[src/rtl/vram_sched.sv]
// VRAM slot scheduler: arbitrates VGA fetch and CPU I/O into fixed-length VRAM slots.
// Optional macro VRAM_SCHED_STARVE_EN bounds how long an I/O read can wait behind VGA.
module vram_sched_lane (
  input  logic        clk_100,
  input  logic        rst_L,
  input  logic        load,
  input  logic        cap,
  input  logic [13:0] addr_in,
  input  logic [7:0]  rd_in,
  output logic [13:0] addr_q,
  output logic [7:0]  data_q
);
  always_ff @(posedge clk_100) begin
    if (!rst_L) begin
      addr_q <= '0;
      data_q <= '0;
    end else begin
      if (load) addr_q <= addr_in;
      if (cap)  data_q <= rd_in;
    end
  end
endmodule

module vram_sched #(
  parameter int SLOT_LEN     = 8,
  parameter int STARVE_LIMIT = 2
) (
  input  logic             clk_100,
  input  logic             rst_L,
  input  logic             io_req,
  input  logic             io_wr,
  input  logic [13:0]      io_addr,
  input  logic [7:0]       io_wdata,
  output logic             io_ack,
  output logic [7:0]       io_rdata,
  input  logic             vga_req,
  input  logic [7:0][13:0] vga_addr_in,
  output logic             vga_done,
  output logic [7:0][7:0]  vga_data,
  output logic [13:0]      vr_io_addr,
  output logic [7:0]       vr_data_in,
  output logic [7:0][13:0] vr_vga_addr,
  output logic             vr_io_we,
  output logic             vr_io_re,
  output logic             vr_go,
  input  logic [7:0]       vr_io_data_out,
  input  logic [7:0][7:0]  vr_vga_data_out
);
  localparam int NUM_LANES = 8;
  localparam int CW        = $clog2(SLOT_LEN);

  if (SLOT_LEN < 8) begin : g_chk_slot
    $error("vram_sched: SLOT_LEN must be at least 8");
  end
  if (STARVE_LIMIT < 1) begin : g_chk_starve
    $error("vram_sched: STARVE_LIMIT must be at least 1");
  end

  typedef enum logic [1:0] {IDLE, RUN, DONE} state_t;
  typedef enum logic [1:0] {SL_V, SL_VW, SL_W, SL_R} slot_t;

  state_t        state;
  slot_t         slot, gslot;
  logic [CW-1:0] cnt;
  logic          grant, io_v, rd_pend, io_mask, starve_hit, last, cap;

  // An I/O request just acknowledged is ignored for one IDLE cycle so a slow
  // requester cannot be served twice; the VGA fetcher may stream back-to-back.
  assign io_v    = io_req & ~io_mask;
  assign rd_pend = io_v & ~io_wr;
  assign last    = (cnt == CW'(SLOT_LEN - 1));
  assign cap     = (state == RUN) && last && (slot == SL_V || slot == SL_VW);

  always_comb begin
    grant = 1'b1;
    gslot = SL_V;
    if (starve_hit && rd_pend)        gslot = SL_R;
    else if (vga_req && io_v && io_wr) gslot = SL_VW;
    else if (vga_req)                  gslot = SL_V;
    else if (io_v)                     gslot = io_wr ? SL_W : SL_R;
    else                               grant = 1'b0;
  end

`ifdef VRAM_SCHED_STARVE_EN
  localparam int SW = (STARVE_LIMIT >= 4) ? $clog2(STARVE_LIMIT + 1) : 2;
  logic [SW-1:0] starve_cnt;

  assign starve_hit = (starve_cnt == SW'(STARVE_LIMIT));

  always_ff @(posedge clk_100) begin
    if (!rst_L) starve_cnt <= '0;
    else if (state == IDLE && grant) begin
      if (gslot == SL_R)                     starve_cnt <= '0;
      else if (gslot == SL_V && rd_pend)     starve_cnt <= starve_cnt + 1'b1;
    end
  end
`else
  assign starve_hit = 1'b0;
`endif

  always_ff @(posedge clk_100) begin
    if (!rst_L) begin
      state      <= IDLE;
      slot       <= SL_V;
      cnt        <= '0;
      io_mask    <= 1'b0;
      io_ack     <= 1'b0;
      io_rdata   <= '0;
      vga_done   <= 1'b0;
      vr_io_addr <= '0;
      vr_data_in <= '0;
      vr_io_we   <= 1'b0;
      vr_io_re   <= 1'b0;
      vr_go      <= 1'b0;
    end else begin
      case (state)
        IDLE: begin
          io_mask <= 1'b0;
          if (grant) begin
            state      <= RUN;
            slot       <= gslot;
            cnt        <= '0;
            vr_go      <= 1'b1;
            vr_io_we   <= (gslot == SL_VW) || (gslot == SL_W);
            vr_io_re   <= (gslot == SL_R);
            vr_io_addr <= io_addr;
            vr_data_in <= io_wdata;
          end
        end
        RUN: begin
          vr_go    <= 1'b0;
          vr_io_we <= 1'b0;
          vr_io_re <= 1'b0;
          if (last) begin
            state    <= DONE;
            vga_done <= (slot == SL_V) || (slot == SL_VW);
            io_ack   <= (slot != SL_V);
            if (slot == SL_R) io_rdata <= vr_io_data_out;
          end else begin
            cnt <= cnt + 1'b1;
          end
        end
        default: begin
          vga_done <= 1'b0;
          io_ack   <= 1'b0;
          io_mask  <= io_ack;
          cnt      <= '0;
          state    <= IDLE;
        end
      endcase
    end
  end

  for (genvar i = 0; i < NUM_LANES; i++) begin : g_lane
    vram_sched_lane u_lane (
      .clk_100 (clk_100),
      .rst_L   (rst_L),
      .load    ((state == IDLE) && grant),
      .cap     (cap),
      .addr_in (vga_addr_in[i]),
      .rd_in   (vr_vga_data_out[i]),
      .addr_q  (vr_vga_addr[i]),
      .data_q  (vga_data[i])
    );
  end
endmodule

[config.mk]
export PLATFORM = sky130hd
export DESIGN_NAME = vram_sched
export DESIGN_NICKNAME = d
export VERILOG_FILES = /design/src/rtl/vram_sched.sv
export SDC_FILE = /design/constraint.sdc
export NUM_CORES = 1
export LEC_CHECK = 0
export ABC_AREA = 0
export CAP_MARGIN = 20
export CORE_AREA = 4 4 160 162
export CTS_BUF_LIST = sky130_fd_sc_hd__clkbuf_4 sky130_fd_sc_hd__clkbuf_8
export DETAILED_ROUTE_END_ITERATION = 10
export DIE_AREA = 0 0 164 166
export PLACE_DENSITY_LB_ADDON = 0.2
export SLEW_MARGIN = 5
export SYNTH_ARGS = -nofsm -noshare
export SYNTH_HDL_FRONTEND = slang
export SYNTH_SLANG_ARGS = --single-unit
[constraint.sdc]
create_clock -name clk_100 -period 2.75 [get_ports clk_100]
set_input_delay 0.55 -clock clk_100 [delete_from_list [all_inputs] [get_ports clk_100]]
set_output_delay 0.55 -clock clk_100 [all_outputs]
set_load 0.01 [all_outputs]
==> flow_summary.ini, run 1 <==
[placement]
port_buffers = 421
dp_hpwl_um = 20080
place.gp.congestion = 0.8056
dpl.cell_count = 1648

[synthesis]
postSynth.asyncResetShare = 0
synth_top_area_frac = 0.4877
synthTopCellsByArea = dfxtp_1, mux2i_1, nand2_1
syn-num-nets = 1175
netlist_instances = 961
synth_cell_types = 38
syn_area_per_cell_um2 = 9.355
yosys-top-cells-count = nand2_1, dfxtp_1, mux2i_1
synthFlopType = dfxtp_1
synthesis.area_um2 = 8990
yosys.area.top_type = dfxtp_1
synth.most_common_cell = nand2_1
yosys_warnings = 0
synth_edf_count = 0
ys_ff_latch = 219
synth-seq-area-share = 0.4877

[setup_path]
critical_path_arrival_ps = 2530
worstPathRequired_ps = 3140
path_max_fanout = 46
crit_path_start_kind = register
crit_path_cell_trace = ha_1 -> ha_1 -> nand4bb_2 -> buf_12 -> nand2_1 -> a21oi_2
cpMaxStageDelayCell = nand4bb_2
endpoint_kind = register
critPathKind = register to register
slowest_delay_ps = 550
cp_common_cell = ha_1

[clock_tree]
cts.sinks = 219
cts_setup_buffers = 0
path_clk_slew_ps = 60
cts.path.max_buffers = 3
cts_buffers = 41
hold_buffers = 0
clk_latency_ps = 530
cts_max_level = 2
cts-root-buf = clkbuf_8
cts_tree = built
ctsResizeCount = 0

[timing]
hold_slack_ps = 452.5
rsz0062_at_grt = false
final_max_slew_viol_count = 0
finalHoldViolations = 0
setup_viol = 0
slew_headroom = 0.5948
setup_tns_ps = 0
fin_crit_sh = 0.7797
tightest_slew_ps = 607.4
period_minus_slack_ps = 2144
max_clock_freq_ghz = 0.4664
clock_skew_ps = 26.92

[detailed_routing]
dr.first_iter.drc_count = 380
drtAntennaViolNets = 0
routed_wl_um = 27770
viasPerCell = 4.560
vias = 7830
wl_per_cell_um = 16.17
dr.pass1.iters = 4
drc_errors = 0

[finish]
syn2layout_area_growth_pct = 56.66
layout-drive-gt1-share = 0.1496
fin_cells = 1717
fin_nets = 1581

[global_routing]
grtUsageTotal = 0.1947
grt.overflow.total = 0
grt_pass1_vias = 7826
antenna_found_initial = 3
grt_max_degree = 69
grt_pass1_wl_um = 42590

[power]
vdd_ir_drop_max_v = 0.0004030
p_total_uw = 7753
leakage_uw = 0.005461
power_density_nw_per_um2 = 550.5

[run_status]
status = finished clean

[floorplanning]
initial_core_util = 0.3729
std_cell_rows = 57
dieArea_um2 = 27220
design.core.area_um2 = 24110
die_x_um = 164
io-pin-count = 422
die_h_um = 166

[flow_run]
cap_violations = 0

[worst_hold_path]
hp-class = register to register
metrics by stage:
stage,util,setup WS (ps),cell area (um^2)
detailed placement,0.5513,516.3,13290
global placement,0.5513,568.4,13290
floorplan,-,1195,8990
finish,0.5842,605.8,14080
CTS,0.5839,580.8,14080
global route,0.5842,411.3,14080
area by class of cell:
cell class                 count  area, um^2
clock inverter                 5       35.03
antenna                        3       7.507
clock buffer                  61       752.0
sequential                   219        4384
multi-input combinational    669        4038
timing repair buffer         434        4453
fill                        2206       10020
tap                          324       405.4
inverter                       2       8.758
power breakdown:
part	switching, uW	internal (uW)	leakage, uW	total (uW)
sequential	92.7	3350	0.00179	3440
combinational	522	742	0.00325	1260
clock	1310	1740	0.000419	3050
total	1930	5830	0.00546	7750
worst paths after layout:
kind,slack (ps),depth (start not counted),from,endpoint
max,610,6,cnt[0],g_lane[6].u_lane.data_q[7]
min,450,2,g_lane[7].u_lane.addr_q[7],g_lane[7].u_lane.addr_q[7]
max reg2reg,610,6,cnt[0],g_lane[6].u_lane.data_q[7]
min reg2reg,450,2,g_lane[7].u_lane.addr_q[7],g_lane[7].u_lane.addr_q[7]
cell usage in the layout, fill, tap and decap left out, drive strengths merged:
cell	instances
mux2i	144
nand4bb	1
ha	3
clkdlybuf4s50	420
dfxtp	219
a31o	1
o31ai	1
clkinv	3
nand2	419
or2	1
nand2b	3
xor2	1
diode	3
a21oi	69
nand3b	3
a32o	2
clkinvlp	1
buf	13
and4bb	1
nor2b	1
inv	3
clkbuf	62
nor3	2
nor2	6
o21a	2
a31oi	1
o211ai	1
nand3	3
a211oi	1
nor4	1
o21ai	2
flip-flops by register name, indices dropped and copies added (netlist names):
| register | cells |
|---|---|
| g_lane.u_lane.addr_q | 112 |
| cnt | 3 |
| vga_done | 1 |
| state | 2 |
| vr_io_re | 1 |
| vr_io_we | 1 |
| g_lane.u_lane.data_q | 64 |
| io_ack | 1 |
| slot | 2 |
| vr_go | 1 |
| io_mask | 1 |
| vr_data_in | 8 |
| io_rdata | 8 |
| vr_io_addr | 14 |
layer usage:
metal,GRT usage,vias to the layer above,share of wire
li1,-,3913,-
met1,0.2202,3571,0.39
met2,0.3331,284,0.48
met3,0.06999,62,0.091
met4,0.07622,0,0.035
met5,0,-,0
logic make-up (layout without fill, tap and decap cells):
family	count (synthesis)	count (layout)	share of synthesized area
xor gates and xnor gates	1	1	0.0009744
adders and majority gates	3	3	0.004176
buffers and inverters	73	502	0.06416
muxes	144	144	0.1603
AOI/OAI and AO/OA	80	80	0.07349
DFF	219	219	0.4877
and+or+nand+nor	441	441	0.2092
other	0	3	0
worst max-delay path, delay by kind of cell (launching register included):
kind                       cells  cell delay (ps)
and+or+nand+nor                2              670
adders and majority gates      2              500
buffers and inverters          1              410
DFF                            1              350
AOI/OAI and AO/OA              1               60
Power figures use the tool's default switching activity.
==> inputs of run 2 (changes only) <==
--- a/config.mk
+++ b/config.mk
@@ -7,10 +7,10 @@
 export LEC_CHECK = 0
 export ABC_AREA = 0
 export CAP_MARGIN = 20
-export CORE_AREA = 4 4 160 162
+export CORE_AREA = 4 4 163 165
 export CTS_BUF_LIST = sky130_fd_sc_hd__clkbuf_4 sky130_fd_sc_hd__clkbuf_8
 export DETAILED_ROUTE_END_ITERATION = 10
-export DIE_AREA = 0 0 164 166
+export DIE_AREA = 0 0 167 169
 export PLACE_DENSITY_LB_ADDON = 0.2
 export SLEW_MARGIN = 5
 export SYNTH_ARGS = -nofsm -noshare
==> constraint.sdc (replaced) <==
create_clock -name clk_100 -period 2.1 [get_ports clk_100]
set_input_delay 0.42 -clock clk_100 [delete_from_list [all_inputs] [get_ports clk_100]]
set_output_delay 0.42 -clock clk_100 [all_outputs]
set_load 0.01 [all_outputs]
==> run 2 against run 1 <==
Count of clock-buffer cells in the layout up 1. Critical path depth shrank 5. First-iteration DRC count increased by 6.1%. Die area rose by 3.7%. Sequential power is 31% higher. Total power is 38% higher. Via count fell by 0.20%. Clock skew shrank 13 ps. Final cell count increased by 0.93%. Cell area grew 1.3%. Clock power grew 50%. Sequential cell count is the same. Highest routed layer unchanged.
==> flow_summary.ini, run 2 (synthesized netlist as in run 1, its figures left out) <==
[placement]
port_buffers = 421
dp_hpwl_um = 20610
placed_area_um2 = 13350
place_ws_ps = 121.6
place.gp.congestion = 0.8004

[setup_path]
path_delay_family = buffers and inverters
slowest_delay_ps = 640
path_max_fanout = 2
crit_path_start = io_rdata[4]
reg2reg_slack_ps = 300
cp.buffers_inverters = 1
critical_path_arrival_ps = 1490
crit_path_start_kind = register
endpoint_kind = output port
worstPathRequired_ps = 1680
worstRegToRegCells = 6
crit_path_cell_trace = clkdlybuf4s50_1
reg2reg_to = g_lane[1].u_lane.data_q[3]
critPathKind = register to output port
rr_startpoint = cnt[0]
cpMaxStageDelayCell = clkdlybuf4s50_1

[floorplanning]
die_h_um = 169
std_cell_rows = 58
initial_core_util = 0.3591
io-pin-count = 422
dieArea_um2 = 28220
die_x_um = 167
design.core.area_um2 = 25040

[finish]
mostFrequentLayoutCell = clkdlybuf4s50_1
most-common-layout-cells = clkdlybuf4s50_1, nand2_1, dfxtp_1
largest_reg_flops = 112
reg.largest.list = g_lane.u_lane.addr_q x112, g_lane.u_lane.data_q x64, vr_io_addr x14
regMostFlops = g_lane.u_lane.addr_q
fin_util = 0.5697
seq_area_um2 = 4384
nFillCells = 2222
fin_nets = 1589
multi_input_area_um2 = 4038
antennaDiodeCount = 0
design_area_um2 = 14260
syn2layout_area_growth_pct = 58.66
layout-drive-gt1-share = 0.1575

[global_routing]
busiest_layer = met2
grt_pass1_wl_um = 43280
gr-usage-met2 = 0.3329
met1_usage = 0.2118
grt_use_met3 = 0.07193
grt.overflow.total = 0
antenna_found_initial = 0
grtUsageTotal = 0.1888
grt_max_degree = 65
grt_pass1_vias = 7863

[detailed_routing]
routed_wl_um = 28180
vias = 7814
dr.pass1.iters = 4
dr.first_iter.drc_count = 403
viasPerCell = 4.509
wl_per_cell_um = 16.26
drc_errors = 0
drtAntennaViolNets = 0

[timing]
clock_skew_ps = 13.59
finalHoldViolations = 0
rsz0062_at_grt = false
period_minus_slack_ps = 1910
slew_headroom = 0.6845
setup_tns_ps = 0
max_clock_freq_ghz = 0.5236
setup_slack_ps = 190.3
hold_slack_ps = 332.9
final_max_slew_viol_count = 0
tightest_slew_ps = 469.3
fin_crit_sh = 0.9094
setup_viol = 0

[power]
p_switching_uw = 2591
p_int_uw = 8133
p_comb_frac = 0.154
vdd_ir_drop_max_v = 0.0005173
power_frac_clock = 0.425
power.share.sequential = 0.420
swShare = 0.2416
power_density_nw_per_um2 = 751.9
leakage_uw = 0.005564

[clock_tree]
hold_buffers = 0
cts_setup_buffers = 0
cts_buffers = 40
clk_latency_ps = 520
path_clk_slew_ps = 60
cts.path.max_buffers = 3
ctsResizeCount = 0
cts_tree = built
cts_max_level = 2
cts-root-buf = clkbuf_8
cts.sinks = 219

[worst_hold_path]
hp-start = rst_L
hp-class = primary input to register
whs_endpoint = g_lane[4].u_lane.addr_q[3]
holdPathStages = 3

[run_status]
status = finished clean

[flow_run]
cap_violations = 0
## run 2: cell types whose count changed in the layout (fill, tap and decap cells not counted), sizes merged
| cell | change |
|---|---|
| bufinv | +3 |
| inv | -2 |
| clkbuf | +1 |
| diode | -3 |
| clkinvlp | -1 |
| clkinv | +3 |
| buf | +9 |
## run 2: final cells by class
class                      count  share of cell area
tap                          330             0.02895
multi-input combinational    669              0.2831
sequential                   219              0.3074
clock inverter                 8            0.008070
clock buffer                  62             0.05588
inverter                       2           0.0006140
timing repair buffer         443              0.3161
## run 2: power by group through the flow
stage	Sequential (uW)	Clock (uW)	Combinational, uW
finish	4510	4560	1660
global route	4530	4900	1780
CTS	4510	4720	1680
detailed placement	4590	0	1670
global placement	4590	0	1660
floorplan	4680	0	627
## run 2: metal layers
layer  wire length, um  share of wire
met3              2510          0.089
met4               736          0.026
met5                 0              0
met1             10920           0.39
met2             14020           0.50
## run 2: how the worst max path moves through the flow
| stage | end | slack (ps) | cells past startpoint |
|---|---|---|---|
| 6_report | io_rdata[4] | 190 | 1 |
| 5_1_grt | g_lane[1].u_lane.data_q[0] | 120 | 6 |
| 4_1_cts | io_rdata[4] | 140 | 1 |
| 3_5_place_dp | g_lane[7].u_lane.addr_q[10] | 120 | 5 |
| 3_3_place_gp | g_lane[7].u_lane.addr_q[3] | 180 | 5 |
| 2_1_floorplan | g_lane[0].u_lane.data_q[0] | 550 | 8 |
## run 2: through the flow
step / total power [uW] / cells
final: 10720 / 1733
after global routing: 11210 / 1733
after CTS: 10900 / 1733
after detailed placement: 6254 / 1663
after global placement: 6244 / 1663
after floorplan: 5304 / 961
==> variant 1 (flow settings as in run 2) <==
Change the parameter `SLOT_LEN` from 8 to 16.
--- a/src/rtl/vram_sched.sv
+++ b/src/rtl/vram_sched.sv
@@ -22,7 +22,7 @@
 endmodule
 
 module vram_sched #(
-  parameter int SLOT_LEN     = 8,
+  parameter int SLOT_LEN     = 16,
   parameter int STARVE_LIMIT = 2
 ) (
   input  logic             clk_100,
Function: no difference found for any inputs over 4 cycles, from zero or initial values and one cycle with rst_L low; that may be too few to reach the edited logic, so the function may still have changed.
==> variant 1 against run 2 <==
  * Sequential cell count is 1 higher
  * Setup slack better by 54 ps
  * Total power is 4.2% lower
  * Register-to-register slack worse by 60 ps
  * Final cell count is 0.29% higher
  * Final area is 7.0% lower
  * Sequential share of layout area is 2.5 points higher
  * Routed wire length is 1.2% lower
  * Synthesized area is 14% lower
  * Critical path type is now register to register
==> variant 1: results (changes against run 2) <==
status complete, no violations (unchanged); post-synthesis cell type count 29 (was 38); CP arrival 2250 ps (was 1490 ps); worst slew pin tran 547 ps (was 469 ps); CTS Buf Count 39 (was 40); post-DR wirelength/cell 16.0 um (was 16.3 um); XOR/XNOR Fraction of Synth Area 0.113% (was 0.0974%); antenna violations before repair 2 (was 0); NumNets Final 1,592 (was 1,589); P_leak 4.88 nW (was 5.56 nW); drt initial violations 347 (was 403); Seq/Total Area, Yosys 56.7% (was 48.8%); Final Wtd Congestion 0.828 (was 0.800); hold crit path type register to register (was input pin to register); Fill cells 2,402 (was 2,222); Synth Area in Compound Gates 14.2% (was 7.35%); Post-synth top cells nand2_1 (403), dfxtp_1 (220), a21oi_1 (207) (was nand2_1 (359), dfxtp_1 (219), mux2i_1 (144)); slowest cell on the critical path or3_2 (was clkdlybuf4s50_1); Max IR drop VDD 0.000479 V (was 0.000517 V); DR vias/cell 4.53 (was 4.51); syn_nets 1,172 (was 1,175); Psw 2.48 mW (was 2.59 mW); vias in the first global route 7,630 (was 7,863); Top delay family on crit path simple AND/OR/NAND/NOR gates (was buffers and inverters); layout cell share with drive strength beyond 1 7.40% (was 15.8%); worst-path maximum fanout 64 (was 2); multiplexer share of the synthesized area 1.16% (was 16.0%); Fin Clk Skew 13.4 ps (was 13.6 ps)
## variant 1: metal layers
metal	routed length (um)	vias to the layer above	track usage, %
met5	0	-	0
met4	651	0	5.94
met3	2440	50	6.73
met2	13800	294	33.3
met1	11000	3587	20.8
li1	-	3943	-
## variant 1: worst paths after layout
check	depth (start not counted)	start	slack (ps)	end
setup / recovery	6	cnt[0]	240	g_lane[5].u_lane.data_q[2]
setup reg to reg	6	cnt[0]	240	g_lane[5].u_lane.data_q[2]
hold reg to reg	2	vr_data_in[5]	450	vr_data_in[5]
hold / removal	2	vr_data_in[5]	450	vr_data_in[5]
## variant 1: logic make-up (layout without fill, tap and decap cells)
logic type      count (synthesis)  after routing
mux                             9              9
buf+inv                        71            518
compound gates                216            216
simple gates                  440            440
flops                         220            220
xor+xnor                        1              1
fa+ha+maj                       2              2
other cells                     0              2
## variant 1: power groups by stage
stage | clock, mW | sequential, mW | combinational [mW]
floorplan | 0 | 4.65 | 0.451
global placement | 0 | 4.56 | 1.55
detailed placement | 0 | 4.56 | 1.56
CTS | 4.41 | 4.48 | 1.57
global route | 4.59 | 4.50 | 1.67
finish | 4.25 | 4.47 | 1.55
## variant 1: worst min-delay path: cells and delay by family, from the launching register on
family | cells | cell delay, ps
AO/OA/AOI/OAI | 1 | 50
flip-flops | 1 | 300
AND/OR/NAND/NOR | 1 | 50
## variant 1: metrics by stage
stage,hold slack (ps),instance area [sq um],worst slack [ps],utilization [%],std cells
floorplan,449,7770,509,-,959
global placement,440,12400,143,49.6,1668
detailed placement,446,12400,85.0,49.6,1668
CTS,412,13300,187,52.9,1736
global route,422,13300,144,53.0,1738
finish,451,13300,244,53.0,1738
## variant 1: layout make-up
type	instances	area [sq um]	area share (%)
inverter	2	12.5	0.0943
clock inverter	3	40.0	0.302
clock buffer	65	807	6.09
timing repair buffer	448	4600	34.7
tap	330	413	3.11
sequential	220	4400	33.2
antenna	2	5.00	0.0377
multi-input combinational	668	2980	22.4
==> variant 2 (flow settings as in run 2) <==
Without the edit above. Re-encode `slot_t` (4 values) as one-hot, 4 bits wide.
--- a/src/rtl/vram_sched.sv
+++ b/src/rtl/vram_sched.sv
@@ -57,7 +57,7 @@
   end
 
   typedef enum logic [1:0] {IDLE, RUN, DONE} state_t;
-  typedef enum logic [1:0] {SL_V, SL_VW, SL_W, SL_R} slot_t;
+  typedef enum logic [3:0] {SL_V = 4'b0001, SL_VW = 4'b0010, SL_W = 4'b0100, SL_R = 4'b1000} slot_t;
 
   state_t        state;
   slot_t         slot, gslot;
Check against the original RTL: no difference found for any inputs over 4 cycles, from zero or initial values and one cycle with rst_L low; so few cycles prove little.
==> variant 2 against run 2 <==
  * Routed wire length is 3.0% lower
  * Critical endpoint is now io_rdata[3]
  * Final cell count is 0.29% higher
  * Setup slack worse by 66 ps
  * Sequential cell count is 2 higher
  * Highest routed layer is now met5
  * Clock skew is 2.0 ps lower
  * Critical path type is now register to register
  * Synthesized area is 13% lower
  * Final area is 6.7% lower
  * Global-route usage is 0.73 points lower
  * Via count is 1.5% higher
  * Total power is 6.0% lower
==> variant 2: results (changes against run 2) <==
CP arrival 2380 ps (was 1490 ps); vias in the first global route 7,617 (was 7,863); status complete, no violations (unchanged); post-synthesis cell type count 36 (was 38); Worst-path clk slew 60 ps (about the same); CTS Buf Count 41 (was 40); ANT nets after route 0 (unchanged); Root Buffer Master clkbuf_8 (unchanged); Seq/Total Area, Yosys 56.7% (was 48.8%); Longest Clk Path Bufs 3 (unchanged); Fin Clk Skew 11.6 ps (was 13.6 ps); layout cell share with drive strength beyond 1 7.81% (was 15.8%); first-pass GRT wire length 41,700 um (was 43,300 um); CP max stage delay 800 ps (was 640 ps); drt initial violations 490 (was 403); flop2flop setup slack 120 ps (was 300 ps); post-DR wirelength/cell 15.7 um (was 16.3 um); GR Layer Usage met2 30.6% (was 33.3%); worst slew pin tran 379 ps (was 469 ps); hold crit path type input pin to register (unchanged); largest net degree at the start of global routing 83 (was 65); Post-synth top cells nand2_1 (339), dfxtp_1 (221), a21oi_1 (144) (was nand2_1 (359), dfxtp_1 (219), mux2i_1 (144)); syn_nets 1,180 (was 1,175); P_leak 5.12 nW (was 5.56 nW); worst-path maximum fanout 8 (was 2); antenna violations before repair 1 (was 0); Area contributors post-synth dfxtp_1 (57%), nand2_1 (16%), a21oi_1 (9.2%), nand3_1 (4.3%), o21ai_0 (2.9%) (was dfxtp_1 (49%), mux2i_1 (16%), nand2_1 (15%), a21oi_2 (5.8%), nand2_2 (4.2%)); critical path class register to register (was register to output port); DP Wirelength 19,800 um (was 20,600 um); Fill cells 2,371 (was 2,222); slowest cell on the critical path or4b_2 (was clkdlybuf4s50_1); Ys Warns 0 (unchanged); ant diodes 0 (unchanged); M1 GR Usage 20.4% (was 21.2%); Tot GR Track Use 18.2% (was 18.9%); Final Wtd Congestion 0.811 (was 0.800); NumNets Final 1,597 (was 1,589); Final Cycle Share 94.1% (was 90.9%); Max IR drop VDD 0.000444 V (was 0.000517 V); # port buffers 421 (unchanged); met3 usage 8.34% (was 7.19%); largest registers g_lane.u_lane.addr_q (112), g_lane.u_lane.data_q (64), vr_io_addr (14) (unchanged); Fin. Hold Viols 0 (unchanged); Placement Setup Slack 126 ps (was 122 ps); Setup crit end io_rdata[3] (was io_rdata[4]); DR vias 7,928 (was 7,814)
## variant 2: worst min-delay path by stage
stage,endpoint,slack (ps),depth (start not counted)
3_3_place_gp,g_lane[1].u_lane.addr_q[0],440,2
4_1_cts,slot[0],230,2
5_1_grt,slot[0],240,2
6_report,slot[0],270,2
3_5_place_dp,g_lane[6].u_lane.addr_q[7],450,2
2_1_floorplan,cnt[1],450,1
## variant 2: area by class of cell
cell class              count  share of cell area (%)
repair buffers            452                    34.9
flip-flops and latches    221                    33.2
multi-input cells         665                    22.8
clock buffers              64                    5.68
well taps                 330                    3.10
clock inverters             3                   0.169
inverters                   3                   0.103
## variant 2: where the power goes
group	total, mW	internal, mW	switching, mW
Combinational	1.60	0.909	0.696
Sequential	4.50	4.40	0.101
Clock	3.98	2.26	1.72
## variant 2: kinds of logic (layout without fill, tap and decap cells)
kind of cell | count (synthesis) | in the layout | share of synthesized area [%]
xor gates and xnor gates | 1 | 1 | 0.112
AOI/OAI and AO/OA | 216 | 216 | 14.3
and+or+nand+nor | 437 | 437 | 22.8
muxes | 9 | 9 | 1.17
DFF | 221 | 221 | 56.7
buffers and inverters | 81 | 522 | 4.63
adders and majority gates | 2 | 2 | 0.321
## variant 2: per-stage QoR
| step | total power, mW | instances | area (sq um) |
|---|---|---|---|
| floorplan | 5.15 | 967 | 7800 |
| global placement | 6.19 | 1671 | 12500 |
| detailed placement | 6.20 | 1671 | 12500 |
| CTS | 10.3 | 1738 | 13300 |
| global route | 10.6 | 1738 | 13300 |
| finish | 10.1 | 1738 | 13300 |
## variant 2: per-layer routing
metal | routed length [um] | vias up
met5 | 13 | -
met4 | 783 | 2
met3 | 2970 | 59
met2 | 13000 | 321
met1 | 10500 | 3538
li1 | - | 4008
## variant 2: critical path, delay by kind of cell, from the launching register on
family        cells  cell delay (ps)
simple gates      3              940
mux               1              210
flops             1              340
fa+ha+maj         2              360
